File: config.mk
export PLATFORM = sky130hd
export DESIGN_NAME = pipe_hazard_ctrl
export DESIGN_NICKNAME = d
export VERILOG_FILES = /design/src/rtl/pipe_hazard_ctrl.sv
export SDC_FILE = /design/constraint.sdc
export NUM_CORES = 1
export LEC_CHECK = 0
export CAP_MARGIN = 20
export CORE_ASPECT_RATIO = 2
export CORE_MARGIN = 4
export CORE_UTILIZATION = 34
export DETAILED_ROUTE_END_ITERATION = 6
export PLACE_DENSITY = 0.83
export SYNTH_ARGS = -nofsm -noshare
export SYNTH_HDL_FRONTEND = slang
export SYNTH_SLANG_ARGS = --single-unit
File: constraint.sdc
create_clock -name clk -period 1.97 [get_ports clk]
set_clock_uncertainty 0.15 [all_clocks]
set_input_delay 0.2955 -clock clk [delete_from_list [all_inputs] [get_ports clk]]
set_output_delay 0.2955 -clock clk [all_outputs]
set_load 0.05 [all_outputs]
File: src/rtl/pipe_hazard_ctrl.sv
// Stall/flush sequencer for the 5-stage pipeline, including the multicycle divider busy FSM.
// Optional performance counters are built when STALL_PERF_EN is defined.
module pipe_hazard_ctrl #(
    parameter int DIV_CYCLES = 33,
    parameter int PERF_W     = 32
) (
    input  logic              clk,
    input  logic              rst,
    input  logic [4:0]        ID_rs,
    input  logic [4:0]        ID_rt,
    input  logic              EX_MemRead,
    input  logic [4:0]        EX_rd,
    input  logic              EX_DivStart,
    input  logic              EX_BranchTaken,
    input  logic              MEM_Exception,
    input  logic              IF_Busy,
    input  logic              MEM_Busy,
    output logic              PC_Wr,
    output logic              ID_Wr,
    output logic              EXE_Wr,
    output logic              MEM_Wr,
    output logic              WB_Wr,
    output logic              ID_Flush,
    output logic              EXE_Flush,
    output logic              MEM_Flush,
    output logic              WB_Flush,
    output logic              Div_Busy,
    output logic              Div_Done,
    output logic [PERF_W-1:0] Perf_StallCycles,
    output logic [PERF_W-1:0] Perf_FlushEvents
);

    typedef enum logic [1:0] {IDLE, BUSY, DONE} div_state_t;

    localparam logic [5:0] DIV_LOAD = 6'(DIV_CYCLES - 2);

    div_state_t state;
    logic [5:0] count;
    logic       load_use;
    logic       div_stall;

    assign load_use  = EX_MemRead && (EX_rd != 5'd0) && ((EX_rd == ID_rs) || (EX_rd == ID_rt));
    assign div_stall = (state == BUSY) || ((state == IDLE) && EX_DivStart);

    // Fixed-priority resolution; each branch masks everything below it.
    always_comb begin
        PC_Wr     = 1'b1;
        ID_Wr     = 1'b1;
        EXE_Wr    = 1'b1;
        MEM_Wr    = 1'b1;
        WB_Wr     = 1'b1;
        ID_Flush  = 1'b0;
        EXE_Flush = 1'b0;
        MEM_Flush = 1'b0;
        WB_Flush  = 1'b0;
        if (rst) begin
            PC_Wr     = 1'b0;
            ID_Wr     = 1'b0;
            EXE_Wr    = 1'b0;
            MEM_Wr    = 1'b0;
            WB_Wr     = 1'b0;
            ID_Flush  = 1'b1;
            EXE_Flush = 1'b1;
            MEM_Flush = 1'b1;
            WB_Flush  = 1'b1;
        end else if (MEM_Exception) begin
            ID_Flush  = 1'b1;
            EXE_Flush = 1'b1;
            MEM_Flush = 1'b1;
        end else if (MEM_Busy) begin
            PC_Wr    = 1'b0;
            ID_Wr    = 1'b0;
            EXE_Wr   = 1'b0;
            MEM_Wr   = 1'b0;
            WB_Flush = 1'b1;
        end else if (div_stall) begin
            PC_Wr     = 1'b0;
            ID_Wr     = 1'b0;
            EXE_Wr    = 1'b0;
            MEM_Flush = 1'b1;
        end else if (load_use) begin
            PC_Wr     = 1'b0;
            ID_Wr     = 1'b0;
            EXE_Flush = 1'b1;
        end else if (EX_BranchTaken) begin
            ID_Flush = IF_Busy;
        end else if (IF_Busy) begin
            PC_Wr    = 1'b0;
            ID_Flush = 1'b1;
        end
    end

    assign Div_Busy = !rst && (state == BUSY);
    assign Div_Done = !rst && (state == DONE) && !MEM_Exception && !MEM_Busy;

    // Divider sequencer: an exception aborts it, a D-cache miss freezes it in place.
    always_ff @(posedge clk or posedge rst) begin
        if (rst) begin
            state <= IDLE;
            count <= 6'd0;
        end else if (MEM_Exception) begin
            state <= IDLE;
            count <= 6'd0;
        end else if (!MEM_Busy) begin
            unique case (state)
                IDLE: begin
                    if (EX_DivStart) begin
                        state <= BUSY;
                        count <= DIV_LOAD;
                    end
                end
                BUSY: begin
                    if (count <= 6'd1) begin
                        state <= DONE;
                        count <= 6'd0;
                    end else begin
                        count <= count - 6'd1;
                    end
                end
                DONE: begin
                    state <= IDLE;
                end
                default: begin
                    state <= IDLE;
                    count <= 6'd0;
                end
            endcase
        end
    end

`ifdef STALL_PERF_EN
    logic [PERF_W-1:0] stall_cnt;
    logic [PERF_W-1:0] flush_cnt;

    always_ff @(posedge clk or posedge rst) begin
        if (rst) begin
            stall_cnt <= '0;
            flush_cnt <= '0;
        end else begin
            if (!PC_Wr)
                stall_cnt <= stall_cnt + PERF_W'(1);
            if (ID_Flush || EXE_Flush || MEM_Flush || WB_Flush)
                flush_cnt <= flush_cnt + PERF_W'(1);
        end
    end

    assign Perf_StallCycles = stall_cnt;
    assign Perf_FlushEvents = flush_cnt;
`else
    assign Perf_StallCycles = '0;
    assign Perf_FlushEvents = '0;
`endif

endmodule

# Word-level counts from Yosys, hierarchy flattened
# Cells that the tools add are included.
[op_classes] magnitude_cmp=1 eq_ne=8 reduce_logical=16 add_sub_neg=1 muxes=49
[op_table] cell="$mux 1" count=39
[op_table] cell="$mux 6" count=4
[op_table] cell="$pmux 6 s3" count=1
[op_table] cell="$eq 5x5->1" count=2
[op_table] cell="$mux 2" count=4
[op_table] cell="$logic_and 1x1->1" count=7
[op_table] cell="$le 6x1->1 const B" count=1
[op_table] cell="$reduce_and 3->1" count=2
[op_table] cell="$sub 6x1->6 const B" count=1
[op_table] cell="$reduce_bool 5->1" count=1
[op_table] cell="$ne 2x2->1 const B" count=2
[op_table] cell="$pmux 2 s2" count=1
[op_table] cell="$logic_not 1->1" count=3
[op_table] cell="$ne 3x2->1 const B" count=1
[op_table] cell="$ne 3x3->1 const B" count=1
[op_table] cell="$eq 2x1->1 const B" count=1
[op_table] cell="$eq 2x2->1 const B" count=1
[op_table] cell="$logic_not 2->1" count=1
[op_table] cell="$logic_or 1x1->1" count=2
[totals] reg_bits=8 output_inout_bits=75 input_bits=23 elab_cells=77

# Depth between registers and ports, before layout
[logic_depth] word_depth=8 mapped_depth=6 depth_no_buf=6

# Worst setup path before layout
# No wires, ideal clock.
[synth_path] path_type="input-to-output" from="input port rst" to="output port Div_Done" n_path_buf=0 t_arrival_ns=2.618 required_time_ns=1.525 path_slack_ns=-1.093 stages=3 cell_sequence="inv_1 -> nand2_1 -> nor4b_1"
[synth_via] elab_chain_len=4
[synth_rtl] item="from (decl)" line_no="8" rtl="input logic rst,"
[synth_rtl] item="$logic_not 1->1 (no source line)"
[synth_rtl] item="$logic_and 1x1->1 (3 in series)" line_no="94" rtl="assign Div_Done = !rst && (state == DONE) && !MEM_Exception && !MEM_Busy;"
[synth_rtl] item="to (decl)" line_no="28" rtl="output logic Div_Done,"
# No other way between the ends.

# Worst setup path after layout
[layout_path] from="input port EX_rd[4]" to="output port ID_Wr"
[layout_via] elab_chain_len=8 word_cells_on_any_way=11 classes_between="2 x eq/ne; 5 x mux; 4 x reduce/logical"
[layout_rtl] item="from (decl)" line_no="12" rtl="input logic [4:0] EX_rd,"
[layout_rtl] item="$eq 5x5->1 / $reduce_bool 5->1 (equally long branches)" line_no="42" rtl="assign load_use = EX_MemRead && (EX_rd != 5'd0) && ((EX_rd == ID_rs) || (EX_rd == ID_rt));"
[layout_rtl] item="$logic_or 1x1->1 / $logic_and 1x1->1 (equally long branches)" line_no="42"
[layout_rtl] item="$logic_and 1x1->1 *" line_no="42"
[layout_rtl] item="$mux 1 *" line_no="81" rtl="end else if (load_use) begin"
[layout_rtl] item="$mux 1 *" line_no="76" rtl="end else if (div_stall) begin"
[layout_rtl] item="$mux 1 *" line_no="70" rtl="end else if (MEM_Busy) begin"
[layout_rtl] item="$mux 1 *" line_no="66" rtl="end else if (MEM_Exception) begin"
[layout_rtl] item="$mux 1 *" line_no="56" rtl="if (rst) begin"
[layout_rtl] item="to (decl)" line_no="19" rtl="output logic ID_Wr,"
# Mark *: on every way between the ends. The rest lies on a longest branch, timed or not.

==> impl_metrics.toml <==
[floorplan]
core_um2 = 3450
io_pins = 98
die_w_um = 50.7
dieArea_um2 = 4740
start_util_pct = 35.9
rows = 30
die_h_um = 93.4

[setup_path]
slowest_delay_ps = 550
worstSetupStartpointType = "input pin"
crit_family = "simple AND/OR/NAND/NOR gates"
crit_fanout = 3
path_cells = "buf_8, or4_4, o21a_4, a311oi_4, buf_12"
r2r-start = "count[0]$_DFFE_PP0P_"
end_kind = "output pin"
arrival_ps = 1600
crit_path_top_delay_cell = "or4_4"
crit_required_ps = 1520
cp_num_buf_inv = 2
crit_path_start = "EX_rd[4]"
critPathKind = "in -> out"

[timing]
fin_crit_sh_pct = 104
report.final.slew_viol_count = 0
hold_violations = 0
rsz0062_at_grt = "yes"
setup_viol = 4
fmax_mhz = 488
fin_ws_ps = -77.3
period_needed_ps = 2050

[clock_tree]
htreeDepth = 1
clkSlewWorstSetupHoldPaths_ps = 40
numClockSinks = 8
tritoncts = "built"
cts-hold-fix-buffers = 0
insertion_delay_ps = 230
cts_made_buffers = 3
cts_root_buf = "clkbuf_8"
cts_buffer_depth = 2

[global_route]
grt_pass1_wl_mm = 5.25
grt_util_all_layers_pct = 14.0
grt_max_degree = 11
grt_pass1_vias = 1166
grt_overflow = 0
antenna_found_initial = 0

[outcome]
status = "finished, violations left"
violations = "negative setup slack"

[flow_run]
cap_violations = 0

[final_layout]
diodes = 0
nets = 244
syn2layout_area_growth_pct = 42.9
final_cell_mix = "64 x conb_1, 21 x buf_4, 11 x dlygate4sd2_1, 11 x buf_12"
drive_gt1_share_pct = 25.3
fillers = 357
final_common_cell = "conb_1"
utilization_pct = 51.4

[power]
p_per_area_nw_per_um2 = 588
power_leakage_nw = 0.869
ir_worst_vdd_v = 0.000422

[placement]
gp_congestion = 0.817
dpl.hpwl_mm = 2.90
portBuffers = 33
place_ws_ps = -406

[detailed_routing]
drt_iter0_drc = 8
num_vias = 1150
wl_per_cell_um = 12.6
ant_nets = 0
firstDrtPassIters = 4
drc = 0
via_per_inst = 4.34
wirelength_mm = 3.34

[synth]
avgSynthCellArea_um2 = 7.66
synth-main-ff-cell = "dfrtp_1"
ys_warn_count = 0
ys_ff_latch = 8
synth_area_um2 = 1240
synthDistinctLibCells = 35
yosysSeqAreaShare_pct = 16.1
synth_edf_count = 0
synth_cells = 162
async_reset_ff_share_pct = 100

[min_path]
worstHoldPathType = "in -> async"
==> cells in the mapped netlist (all sizes together), types with 2 or more instances <==
master / n / share of area, %
xnor2: 11 / 7.8
clkbuf: 2 / 0.61
nand2: 5 / 1.5
o22ai: 4 / 2.0
nand3: 2 / 0.81
a32o: 2 / 1.6
or2: 2 / 1.0
nor2: 9 / 2.7
nor4: 3 / 1.5
o21ai: 7 / 2.8
a21oi: 8 / 3.2
ha: 2 / 2.0
buf: 64 / 39
inv: 9 / 2.7
o2bb2ai: 3 / 2.1
nand2b: 4 / 2.0
dfrtp: 8 / 16
==> flip-flops by register name, indices dropped and copies added (netlist names) <==
signal and count:
count 6, state 2
==> per-stage QoR <==
stage | power, mW | cell area [µm²] | setup TNS [ps] | hold WS, ps | cells
after CTS | 1.03 | 1740 | -333 | 360 | 265
after global placement | 0.829 | 1690 | -1580 | 376 | 260
final | 1.04 | 1770 | -249 | 362 | 265
after global routing | 1.09 | 1770 | -348 | 389 | 265
after detailed placement | 0.838 | 1690 | -1640 | 379 | 260
after floorplan | 0.753 | 1530 | -274 | 149 | 225
==> power breakdown <==
part	switching (mW)	internal, mW
clock	0.0620	0.132
combinational	0.460	0.189
sequential	0.0173	0.182
==> metal layers <==
metal  up-vias  track usage (%)  routed length (µm)
met5         -                0                   0
met4         0             3.37                   0
met3         0             2.39                 380
met2        79             30.6                1960
met1       538             11.9                 996
li1        533                -                   -
==> tightest hold or removal path, cell delays in order <==
cell             delay [ps]
clkdlybuf4s50_1         420
inv_1                    80
buf_4                   110
buf_4                   190
==> what timing repair did <==
item	CTS	global route
pin swaps	7	7
resized for setup	30	10
buffers inserted	2	1
hold endpoints to repair	0	0
setup endpoints to repair	5	7
==> kinds of logic (layout without fill, tap and decap cells) <==
family                     count (synthesis)  after routing  share of synthesized area, %
AOI/OAI and AO/OA                         33             33                          18.0
buffers and inverters                     75             67                          42.0
adders and majority gates                  2              2                          2.02
DFF                                        8              8                          16.1
xor gates and xnor gates                  11             11                          7.76
other                                      1             64                         0.302
and+or+nand+nor                           32             32                          13.7
==> cell type report <==
| type | count | area (µm²) | area share (%) |
|---|---|---|---|
| clock buffers | 3 | 41.3 | 2.33 |
| inverters | 9 | 33.8 | 1.90 |
| multi-input cells | 142 | 845 | 47.6 |
| flip-flops and latches | 8 | 200 | 11.3 |
| well taps | 48 | 60.1 | 3.39 |
| repair buffers | 55 | 594 | 33.5 |
==> path summary, 6_finish.rpt <==
check / end / slack, ps / depth (start not counted)
setup / recovery: ID_Wr / -80 / 5
hold / removal: count[1]$_DFFE_PP0P_ / 360 / 4
setup reg to reg: count[5]$_DFFE_PP0P_ / 150 / 6
hold reg to reg: count[4]$_DFFE_PP0P_ / 390 / 1
max in group asynchronous: count[4]$_DFFE_PP0P_ / 1160 / 4
min in group clk: count[4]$_DFFE_PP0P_ / 390 / 1
(Power assumes the default switching activity.)
